`config.mk`:
```
export PLATFORM = sky130hd
export DESIGN_NAME = pixel_plot_sink
export DESIGN_NICKNAME = d
export VERILOG_FILES = /design/src/rtl/pixel_plot_sink.sv
export SDC_FILE = /design/constraint.sdc
export NUM_CORES = 1
export LEC_CHECK = 0
export ABC_AREA = 1
export CORE_UTILIZATION = 32
export DETAILED_ROUTE_END_ITERATION = 16
export HOLD_SLACK_MARGIN = 0.12
export PLACE_DENSITY = 0.59
export SLEW_MARGIN = 30
export SYNTH_ARGS = -nofsm -noshare
export SYNTH_HDL_FRONTEND = slang
export SYNTH_SLANG_ARGS = --single-unit
```
`constraint.sdc`:
```
create_clock -name clk -period 5.5 [get_ports clk]
set_clock_uncertainty 0.2 [all_clocks]
set_input_delay 1.1 -clock clk [delete_from_list [all_inputs] [get_ports clk]]
set_output_delay 1.1 -clock clk [all_outputs]
set_load 0.005 [all_outputs]
```
`src/rtl/pixel_plot_sink.sv`:
```
// pixel_plot_sink: receiving end of the plot interface used by the drawing FSMs.
// Each draw_en cycle is one plot request. The request is bounds-checked and turned
// into a linear framebuffer address, then queued in a small FIFO. A write FSM
// drains the FIFO into the framebuffer port with a we/ready handshake. The
// drawing side never stalls: requests that are out of bounds, or that arrive
// while the queue is full, are dropped and counted in a saturating counter.
// Optional feature macro: PIXEL_PLOT_SINK_CLEAR_EN adds a full-screen clear.

module pixel_plot_sink #(
    parameter int WIDTH      = 160,
    parameter int HEIGHT     = 120,
    parameter int FIFO_DEPTH = 4,
    parameter int ADDR_W     = 15,
    parameter int COLOUR_W   = 3
) (
    input  logic                clk,
    input  logic                resetn,
    input  logic                draw_en,
    input  logic [7:0]          x,
    input  logic [7:0]          y,
    input  logic [COLOUR_W-1:0] colour,
    output logic [ADDR_W-1:0]   mem_addr,
    output logic [COLOUR_W-1:0] mem_data,
    output logic                mem_we,
    input  logic                mem_ready,
`ifdef PIXEL_PLOT_SINK_CLEAR_EN
    input  logic                clear_req,
    input  logic [COLOUR_W-1:0] clear_colour,
`endif
    output logic                fifo_full,
    output logic                busy,
    output logic [7:0]          drop_count
);

    localparam int              PTR_W      = $clog2(FIFO_DEPTH);
    localparam logic [8:0]      WIDTH_LIM  = 9'(WIDTH);
    localparam logic [8:0]      HEIGHT_LIM = 9'(HEIGHT);
    localparam logic [PTR_W:0]  DEPTH_CNT  = (PTR_W+1)'(FIFO_DEPTH);
    localparam logic [PTR_W:0]  ONE_CNT    = (PTR_W+1)'(1);
    localparam logic [PTR_W-1:0] PTR_ONE   = PTR_W'(1);

`ifdef PIXEL_PLOT_SINK_CLEAR_EN
    localparam logic [ADDR_W-1:0] LAST_ADDR = ADDR_W'(WIDTH*HEIGHT-1);

    typedef enum logic [1:0] {
        ST_IDLE,
        ST_ISSUE,
        ST_CLEAR
    } state_t;
`else
    typedef enum logic [0:0] {
        ST_IDLE,
        ST_ISSUE
    } state_t;
`endif

    // Queue storage: the head entry stays in the queue until its write is accepted.
    logic [ADDR_W-1:0]   addr_mem [FIFO_DEPTH];
    logic [COLOUR_W-1:0] col_mem  [FIFO_DEPTH];
    logic [PTR_W-1:0]    wr_ptr;
    logic [PTR_W-1:0]    rd_ptr;
    logic [PTR_W-1:0]    rd_ptr_nxt;
    logic [PTR_W:0]      count;

    logic                in_bounds;
    logic                push;
    logic                pop;
    logic                drop;
    logic [ADDR_W-1:0]   push_addr;

    state_t              state;
    state_t              state_d;
    logic [ADDR_W-1:0]   mem_addr_d;
    logic [COLOUR_W-1:0] mem_data_d;
    logic                mem_we_d;

`ifdef PIXEL_PLOT_SINK_CLEAR_EN
    logic                clear_pending;
    logic [COLOUR_W-1:0] clear_col_q;
    logic                clear_start;
`endif

    // Fullness is the registered flag, so a pop on the same edge cannot rescue a push.
    assign in_bounds  = ({1'b0, x} < WIDTH_LIM) && ({1'b0, y} < HEIGHT_LIM);
    assign push       = draw_en && in_bounds && !fifo_full;
    assign drop       = draw_en && !push;
    assign push_addr  = ADDR_W'(y) * ADDR_W'(WIDTH) + ADDR_W'(x);
    assign rd_ptr_nxt = rd_ptr + PTR_ONE;

`ifdef PIXEL_PLOT_SINK_CLEAR_EN
    assign busy = (count != '0) || mem_we || clear_pending || (state == ST_CLEAR);
`else
    assign busy = (count != '0) || mem_we;
`endif

    // Queue payload storage; written only on an accepted push, no reset needed.
    always_ff @(posedge clk) begin
        if (push) begin
            addr_mem[wr_ptr] <= push_addr;
            col_mem[wr_ptr]  <= colour;
        end
    end

    // Queue pointers, occupancy count and the registered full flag.
    always_ff @(posedge clk or negedge resetn) begin
        if (!resetn) begin
            wr_ptr    <= '0;
            rd_ptr    <= '0;
            count     <= '0;
            fifo_full <= 1'b0;
        end else begin
            if (push) begin
                wr_ptr <= wr_ptr + PTR_ONE;
            end
            if (pop) begin
                rd_ptr <= rd_ptr_nxt;
            end
            case ({push, pop})
                2'b10: begin
                    count     <= count + ONE_CNT;
                    fifo_full <= (count == DEPTH_CNT - ONE_CNT);
                end
                2'b01: begin
                    count     <= count - ONE_CNT;
                    fifo_full <= 1'b0;
                end
                default: begin
                end
            endcase
        end
    end

    // Saturating count of discarded plot requests.
    always_ff @(posedge clk or negedge resetn) begin
        if (!resetn) begin
            drop_count <= 8'd0;
        end else if (drop && (drop_count != 8'hFF)) begin
            drop_count <= drop_count + 8'd1;
        end
    end

`ifdef PIXEL_PLOT_SINK_CLEAR_EN
    // Latch a clear request and its colour; requests during an active clear are ignored.
    always_ff @(posedge clk or negedge resetn) begin
        if (!resetn) begin
            clear_pending <= 1'b0;
            clear_col_q   <= '0;
        end else if (clear_req && (state != ST_CLEAR)) begin
            clear_pending <= 1'b1;
            clear_col_q   <= clear_colour;
        end else if (clear_start) begin
            clear_pending <= 1'b0;
        end
    end
`endif

    // Write FSM state and the registered framebuffer port.
    always_ff @(posedge clk or negedge resetn) begin
        if (!resetn) begin
            state    <= ST_IDLE;
            mem_addr <= '0;
            mem_data <= '0;
            mem_we   <= 1'b0;
        end else begin
            state    <= state_d;
            mem_addr <= mem_addr_d;
            mem_data <= mem_data_d;
            mem_we   <= mem_we_d;
        end
    end

    // Next-state logic: load the head, hold while stalled, chain the next entry on accept.
    always_comb begin
        state_d    = state;
        mem_addr_d = mem_addr;
        mem_data_d = mem_data;
        mem_we_d   = mem_we;
        pop        = 1'b0;
`ifdef PIXEL_PLOT_SINK_CLEAR_EN
        clear_start = 1'b0;
`endif
        case (state)
            ST_IDLE: begin
                if (count != '0) begin
                    mem_addr_d = addr_mem[rd_ptr];
                    mem_data_d = col_mem[rd_ptr];
                    mem_we_d   = 1'b1;
                    state_d    = ST_ISSUE;
                end
`ifdef PIXEL_PLOT_SINK_CLEAR_EN
                else if (clear_pending) begin
                    mem_addr_d  = '0;
                    mem_data_d  = clear_col_q;
                    mem_we_d    = 1'b1;
                    clear_start = 1'b1;
                    state_d     = ST_CLEAR;
                end
`endif
            end
            ST_ISSUE: begin
                if (mem_ready) begin
                    pop = 1'b1;
                    if (count > ONE_CNT) begin
                        mem_addr_d = addr_mem[rd_ptr_nxt];
                        mem_data_d = col_mem[rd_ptr_nxt];
                    end else if (push) begin
                        mem_addr_d = push_addr;
                        mem_data_d = colour;
                    end else begin
                        mem_we_d = 1'b0;
                        state_d  = ST_IDLE;
                    end
                end
            end
`ifdef PIXEL_PLOT_SINK_CLEAR_EN
            ST_CLEAR: begin
                if (mem_ready) begin
                    if (mem_addr == LAST_ADDR) begin
                        mem_we_d = 1'b0;
                        state_d  = ST_IDLE;
                    end else begin
                        mem_addr_d = mem_addr + ADDR_W'(1);
                    end
                end
            end
`endif
            default: begin
                mem_we_d = 1'b0;
                state_d  = ST_IDLE;
            end
        endcase
    end

endmodule
```
### Word level (Yosys, flattened, before mapping)

Memory sizes are Yosys's and may differ from the RTL's.
Cells that the tools add are included.

| storage, ports and cells | value |
|---|---|
| register bits | 36 |
| bits in writable memories | 72 |
| bits of input ports | 23 |
| output and inout port bits | 29 |
| memories kept | 2 |

| cells by class | value |
|---|---|
| $add $sub $neg | 6 |
| $mul | 1 |
| magnitude comparators | 3 |
| equality and inequality tests | 9 |
| mux-type cells | 25 |
| bitwise logic cells | 1 |
| reduce and logical (&&, ||, !) cells | 12 |

Memories:

| memory | words | width | rd ports | clocked after Yosys merged registers in | write ports | line | source |
|---|---|---|---|---|---|---|---|
| addr_mem | 4 | 15 | 2 | 0 | 1 | 58 | `logic [ADDR_W-1:0] addr_mem [FIFO_DEPTH];` |
| col_mem | 4 | 3 | 2 | 0 | 1 | 59 | `logic [COLOUR_W-1:0] col_mem [FIFO_DEPTH];` |

Operators by type and width:

| cell | count |
|---|---|
| 15-bit 2-to-1 mux | 4 |
| 15-bit one-hot mux with 2 select lines | 1 |
| 15-bit by 8-bit adder with 15-bit output | 1 |
| 3-bit 2-to-1 mux | 4 |
| 3-bit one-hot mux with 2 select lines | 2 |
| 1-bit 2-to-1 mux | 11 |
| 8-bit by 3-bit multiplier with 10-bit output (second input constant) | 1 |
| 8-bit by 1-bit adder with 8-bit output (second input constant) | 1 |
| 8-bit by 7-bit less-than comparator with 1-bit output (second input constant) | 1 |
| 8-bit less-than comparator (second input constant) | 1 |
| 2-bit inequality test (second input constant) | 4 |
| 8-bit inequality test (second input constant) | 1 |
| 1-bit one-hot mux with 2 select lines | 3 |
| 1-bit logical AND | 5 |
| 2-bit by 1-bit adder with 2-bit output (second input constant) | 2 |
| 4-bit AND reduction | 1 |
| 3-bit by 1-bit adder with 3-bit output (second input constant) | 1 |
| 3-bit by 2-bit equality test with 1-bit output (second input constant) | 1 |
| 3-bit by 1-bit greater-than comparator with 1-bit output (second input constant) | 1 |
| 3-bit by 2-bit inequality test with 1-bit output (second input constant) | 1 |
| 3-bit AND reduction | 1 |
| 3-bit nonzero test | 1 |
| 3-bit by 1-bit subtractor with 3-bit output (second input constant) | 1 |
| 2-bit by 1-bit equality test with 1-bit output (second input constant) | 1 |
| other kinds (5) | 6 |

### Longest topological paths before layout

Gate-level depths: netlist of run 1.

| depth | value |
|---|---|
| depth after elaboration | 8 |
| gate-level depth with buffers | 14 |

### Worst setup path before layout of run 1

No wires, ideal clock.

| path | value |
|---|---|
| kind | input-to-reg |
| from | input y[1] |
| to | memory addr_mem[0][14] (data pin) |
| library setup time | 0.267 ns |
| data arrival time | 2.807 ns |
| required time | 5.033 ns |
| setup slack | 2.226 ns |
| stages on the path | 12 |
| cell sequence | ha_1 ha_1 fa_1 nand2_1 inv_1 nand4_1 nand2_1 inv_1 nor2_2 nand3_1 nand2_1 nand2_1 |

| between the ends | value |
|---|---|
| cells in the longest elaborated chain, start to end | 2 |

Ends and longest elaborated chain:

| what | line | source |
|---|---|---|
| from (decl) | 20 | `input logic [7:0] y,` |
| 8-bit by 3-bit multiplier with 10-bit output | 87 | `assign push_addr = ADDR_W'(y) * ADDR_W'(WIDTH) + ADDR_W'(x);` |
| 15-bit by 8-bit adder with 15-bit output | 87 |  |
| net push_addr[14] | 69 | `logic [ADDR_W-1:0] push_addr;` |
| to (decl) | 58 |  |

The timed path passes the listed nets, and every way through them passes these cells.

### Final worst setup path of run 1

| path | value |
|---|---|
| from | input y[1] |
| to | memory addr_mem[0][12] (data pin) |

Same word-level chain as after synthesis.

==> impl_metrics.csv, run 1 <==
group,metric,value,unit
logic_synthesis,netlist_instances,598,
pwr,p_per_area,521.0,mW/mm^2
timing,timing.slew.headroom,31.11,%
placement,hpwl,8996,um
floorplanning,dieArea,0.01852,mm^2
detailed_routing,remaining_drc_errors,0,
global_route,grt_start_max_net_pins,41,
setup_path,worst_setup_path_start_kind,"input pin",
pwr,p_sw,1455,uW
pwr,power,3489,uW
detailed_routing,routed_wl,14430,um
setup_path,critPathMaxFanout,4,
placement,io_buffers,51,
setup_path,cp.arrival,3.54,ns
finish,nets,688,
cts,hold_buffers,0,
setup_path,reg2reg_setup_slack,2.65,ns
timing,min_period,3.655,ns
finish,layout_commonest_cell,"nand2_1",
setup_path,path_class,"in -> reg",
setup_path,critPathCapture,"addr_mem[0][12]",
pwr,p_int,2034,uW
detailed_routing,postRouteAntennaNets,0,
cts,cts_setup_buffers,0,
global_route,grt_first_pass_wirelength,22840,um
timing,slew_viol_final,0,
logic_synthesis,netlist_area,0.005754,mm^2
pwr,combPwrFrac,47.8,%
cts,htree_levels,3,
logic_synthesis,synth_cell_types,40,
timing,fmax,0.2736,GHz
setup_path,r2r-start,"rd_ptr[1]",
floorplanning,rows,48,
finish,diodes,0,
detailed_routing,drt_first_pass_iters,5,
run,cap_violations,0,
pwr,p_leak,0.002663,uW
logic_synthesis,synth_fp_nets,649,
detailed_routing,wl_per_cell,16.64,um
floorplanning,io_pins,52,
timing,worstMarginPinSlew,1.033,ns
pwr,pwr-share-seq,35.2,%
finish,areaGrowthSynthToFinish,16.37,%
pwr,peakVddDrop,0.2020,mV
setup_path,critPathRequiredTime,5.39,ns
cts,cts_sinks,108,
cts,numCtsBuffers,9,
cts,root_buffer,"clkbuf_16",
global_route,grt.overflow.total,0,
floorplanning,die_width,136.1,um
finish,multiInputGateArea,0.002311,mm^2
worst_hold_path,hp-class,"reg -> reg",
logic_synthesis,synth_seq_cells,108,
timing,min_period_over_period,66.45,%
cts,cts_resized,0,
finish,layout_common_cells,"91 x nand2_1, 72 x edfxtp_1, 62 x o21ai_0",
finish,instances_no_fill,867,
placement,placed_cells,851,
global_route,grt_pass1_vias,4412,
floorplanning,die_h,136.1,um
cts,cts.clk_slew.worst_paths,0.06,ns
pwr,swShare,41.70,%
finish,drive_above_1_share,5.140,%
setup_path,endpoint_kind,"flop",
timing,hold_slack,0.2985,ns
finish,fill_cells,1736,
global_route,antenna_found_initial,0,
placement,place.gp.congestion,0.7537,
timing,tns,0,ns
floorplanning,start_util,33.04,%
cts,clk_path_buf_depth,2,
floorplanning,core,0.01742,mm^2
logic_synthesis,ys_warn_count,0,
timing,rsz0062_at_grt,"false",
logic_synthesis,synth.avg_cell_area,9.623,um^2
detailed_routing,routed_via_density,5.173,
cts,clkLatencyLatePin,0.35,ns
logic_synthesis,yosysSeqAreaShare,53.23,%
run_status,outcome,"complete, no violations",
cts,cts_tree,"done",
timing,hold_viol,0,
global_route,grt_usage,16.28,%
detailed_routing,route.vias.total,4485,
pwr,power.clock.fraction,16.9,%
timing,finalSetupViolCount,0,
setup_path,rr_endpoint,"mem_addr[8]",
finish,regArea,0.003063,mm^2
setup_path,worst_r2r_path_depth,7,
detailed_routing,first_iter_violations,399,
setup_path,startpoint,"y[1]",
## power by group through the flow
stage          sequential (uW)  combinational [uW]  clock, uW
2_1_floorplan             1180                1180          0
3_3_place_gp              1240                1630          0
3_5_place_dp              1240                1670          0
4_1_cts                   1230                1680        606
5_1_grt                   1250                1870        636
6_report                  1230                1670        591
## per-stage QoR
step / instance area [um^2] / setup slack (ns) / util [%]
floorplan: 5754 / 2.226 / -
global placement: 6430 / 1.568 / 36.92
detailed placement: 6430 / 1.498 / 36.92
CTS: 6694 / 1.870 / 38.43
global route: 6696 / 1.690 / 38.45
finish: 6696 / 1.845 / 38.45
## worst max-delay path, stage by stage
cell,delay [ns]
clkdlybuf4s50_1,0.47
ha_1,0.33
ha_1,0.24
fa_1,0.56
nand2_1,0.06
inv_1,0.07
nand4_1,0.08
nand2_1,0.11
inv_1,0.06
nor2_2,0.16
xnor2_1,0.19
inv_1,0.11
## sequential cells by signal, summed over array words and instances, names as in the netlist
name and cells:
wr_ptr 2, drop_count 8, state 1, count 3, mem_we 1, mem_data 3, rd_ptr 2, fifo_full 1
col_mem 12, addr_mem 60, mem_addr 15
## synth_stat cells
library cell / instances / share of area [%]
o31ai_1: 1 / 0.13
a31oi_1: 13 / 1.4
nor2_4: 1 / 0.20
nand2_1: 91 / 5.9
nor2_2: 1 / 0.11
a221oi_1: 3 / 0.46
a22o_1: 5 / 0.76
and2_4: 1 / 0.15
dfrtp_1: 36 / 16
inv_4: 1 / 0.11
nand3b_1: 1 / 0.13
buf_1: 1 / 0.065
nand2_4: 1 / 0.20
o21bai_2: 1 / 0.20
a211oi_1: 1 / 0.13
o21ai_1: 8 / 0.70
inv_1: 54 / 3.5
nand3_1: 27 / 2.3
o22ai_1: 3 / 0.33
xor2_2: 1 / 0.28
nor2_1: 48 / 3.1
buf_8: 1 / 0.26
edfxtp_1: 72 / 38
o211ai_2: 1 / 0.22
buf_6: 2 / 0.39
mux2_2: 1 / 0.20
xor2_1: 8 / 1.2
inv_2: 4 / 0.26
ha_1: 26 / 5.7
o211ai_1: 3 / 0.39
a22oi_1: 16 / 2.1
fa_1: 2 / 0.70
nand4_1: 9 / 0.98
buf_4: 2 / 0.26
o21ai_0: 62 / 5.4
xnor2_1: 11 / 1.7
buf_2: 11 / 0.96
a21oi_4: 1 / 0.28
clkbuf_1: 12 / 0.78
a21oi_1: 55 / 4.8
## worst min path at each step
stage	from	end	slack (ns)	cells past startpoint
finish	mem_addr[10]	mem_addr[10]	0.30	2
global route	drop_count[7]	drop_count[7]	0.32	1
CTS	mem_addr[10]	mem_addr[10]	0.30	2
detailed placement	mem_addr[10]	mem_addr[10]	0.28	2
global placement	mem_addr[10]	mem_addr[10]	0.28	2
floorplan	mem_addr[9]	mem_addr[9]	0.27	2
## metal layers
layer / GRT usage, % / vias up / part of all wire [%]
li1: - / 2167 / -
met1: 21.12 / 2135 / 45
met2: 27.21 / 160 / 48
met3: 3.430 / 23 / 6.1
met4: 4.630 / 0 / 1.5
met5: 0 / - / 0
## area by class of cell
| class | instances | share of cell area [%] |
|---|---|---|
| sequential | 108 | 45.74 |
| multi-input combinational | 402 | 34.51 |
| timing repair buffer | 57 | 8.259 |
| tap | 225 | 4.204 |
| clock buffer | 13 | 3.737 |
| inverter | 59 | 3.345 |
| clock inverter | 3 | 0.2055 |
## cell families after synthesis
logic type	Yosys count	share of synthesized area (%)
buffers and inverters	88	6.610
xor gates and xnor gates	20	3.175
and+or+nand+nor	180	13.18
muxes	1	0.1957
AOI/OAI and AO/OA	173	17.26
adders and majority gates	28	6.349
DFF	108	53.23
(Power assumes the default switching activity.)
==> run 2: changes to the inputs <==
--- a/config.mk
+++ b/config.mk
@@ -9,7 +9,7 @@
 export CORE_UTILIZATION = 32
 export DETAILED_ROUTE_END_ITERATION = 16
 export HOLD_SLACK_MARGIN = 0.12
-export PLACE_DENSITY = 0.59
+export PLACE_DENSITY = 0.61
 export SLEW_MARGIN = 30
 export SYNTH_ARGS = -nofsm -noshare
 export SYNTH_HDL_FRONTEND = slang
==> constraint.sdc (replaced) <==
create_clock -name clk -period 3 [get_ports clk]
set_clock_uncertainty 0.2 [all_clocks]
set_input_delay 0.6 -clock clk [delete_from_list [all_inputs] [get_ports clk]]
set_output_delay 0.6 -clock clk [all_outputs]
set_load 0.005 [all_outputs]
==> impl_metrics.csv, run 2 (synthesis results as in run 1) <==
group,metric,value,unit
floorplanning,start_util,33.04,%
pwr,p_per_area,950.8,mW/mm^2
timing,min_period,2.892,ns
detailed_routing,routed_wl,14510,um
placement,hpwl,9655,um
timing,hold_viol,0,
detailed_routing,routed_via_density,5.151,
detailed_routing,postRouteAntennaNets,0,
setup_path,cp.arrival,2.97,ns
cts,cts_tree,"done",
floorplanning,core,0.01742,mm^2
pwr,p_leak,0.002870,uW
global_route,use_met3,4.773,%
floorplanning,rows,48,
global_route,grt_busiest_layer,"met2",
detailed_routing,first_iter_violations,306,
global_route,grt_use_met2,28.29,%
global_route,gr-usage-met1,19.97,%
setup_path,critPathRequiredTime,3.08,ns
floorplanning,die_h,136.1,um
timing,min_period_over_period,96.38,%
placement,io_buffers,51,
setup_path,endpoint_kind,"flop",
detailed_routing,remaining_drc_errors,0,
finish,largestRegisters,"addr_mem x60, mem_addr x15, col_mem x12",
floorplanning,dieArea,0.01852,mm^2
timing,fmax,0.3458,GHz
cts,root_buffer,"clkbuf_16",
global_route,grt_start_max_net_pins,37,
finish,drive_above_1_share,12.24,%
global_route,grt.overflow.total,0,
global_route,grt_first_pass_wirelength,23560,um
cts,cts_sinks,108,
detailed_routing,drt_first_pass_iters,5,
timing,rsz0062_at_grt,"false",
cts,clkLatencyLatePin,0.36,ns
detailed_routing,wl_per_cell,16.07,um
cts,htree_levels,3,
finish,instances_no_fill,903,
finish,layout_common_cells,"89 x nand2_1, 72 x edfxtp_1, 62 x o21ai_0",
finish,diodes,0,
placement,place.gp.congestion,0.7927,
placement,placed_cells,886,
timing,slew_viol_final,0,
global_route,antenna_found_initial,0,
pwr,peakVddDrop,0.4672,mV
finish,areaGrowthSynthToFinish,23.79,%
finish,layout_commonest_cell,"nand2_1",
run_status,outcome,"complete, no violations",
floorplanning,io_pins,52,
finish,regMostFlops,"addr_mem",
timing,timing.slew.headroom,46.15,%
timing,finalSetupViolCount,0,
worst_hold_path,hp-class,"reg -> reg",
setup_path,critPathMaxFanout,3,
global_route,grt_pass1_vias,4770,
detailed_routing,route.vias.total,4651,
setup_path,path_class,"in -> reg",
cts,cts.clk_slew.worst_paths,0.07,ns
timing,worstMarginPinSlew,0.8068,ns
global_route,grt_usage,16.86,%
finish,nets,724,
floorplanning,die_width,136.1,um
placement,dp_slack,-0.3332,ns
cts,cts_setup_buffers,0,
finish,largest_register_ffs,60,
cts,numCtsBuffers,9,
placement,place_area,0.006743,mm^2
cts,clk_path_buf_depth,2,
finish,finalInstanceArea,0.007123,mm^2
run,cap_violations,0,
setup_path,worst_setup_path_start_kind,"input pin",
timing,setup_slack,0.1085,ns
==> run 2: routing by layer <==
metal	wire length, um	share of wire [%]	vias up
met4	392	2.7	0
met1	6165	42	2224
met3	871	6.0	32
li1	-	-	2241
met5	0	0	-
met2	7082	49	154
==> run 2: final cells by class <==
cell class / count / area [um^2]
clock inverters: 6 / 70.07
multi-input cells: 402 / 2370
well taps: 225 / 281.5
repair buffers: 93 / 875.8
inverters: 59 / 224.0
clock buffers: 10 / 239.0
flip-flops and latches: 108 / 3063
fillers: 1709 / 10290
==> run 2: worst paths after layout <==
kind | start | to | slack (ns) | cells after the start
max in group asynchronous | resetn | wr_ptr[0] | 1.68 | 2
min in group asynchronous | resetn | count[0] | 0.55 | 2
setup reg to reg | count[1] | mem_addr[8] | 0.63 | 9
hold reg to reg | drop_count[7] | drop_count[7] | 0.30 | 1
setup / recovery | y[1] | mem_addr[14] | 0.11 | 14
hold / removal | drop_count[7] | drop_count[7] | 0.30 | 1
==> run 2: worst max-delay path: stages <==
cell and delay (ns):
clkdlybuf4s50_1 0.43, ha_1 0.31, ha_2 0.20, fa_2 0.53
nand2_1 0.05, inv_1 0.06, nand4_1 0.07, nand2_1 0.08
inv_1 0.06, nor2_4 0.13, nand4_1 0.16, nand3_1 0.10
nand2_1 0.05, a21oi_1 0.13
==> run 2: timing repair <==
item,CTS,global route
hold buffers,0,1
endpoints found under the setup margin,0,25
endpoints found under the hold margin,0,36
gates resized for setup,0,13
==> run 2: power by group <==
part	internal [uW]	switching [uW]
sequential	1950	288
combinational	1380	1930
clock	677	543
==> run 2: through the flow <==
step / util [%] / setup TNS [ns] / hold slack (ns) / total power (uW)
2_1_floorplan: - / 0 / 0.1044 / 4331
3_3_place_gp: 38.71 / -6.409 / 0.2873 / 5425
3_5_place_dp: 38.71 / -7.217 / 0.2844 / 5537
4_1_cts: 40.49 / 0 / 0.2080 / 6782
5_1_grt: 40.90 / 0 / 0.3251 / 7284
6_report: 40.90 / 0 / 0.3034 / 6773
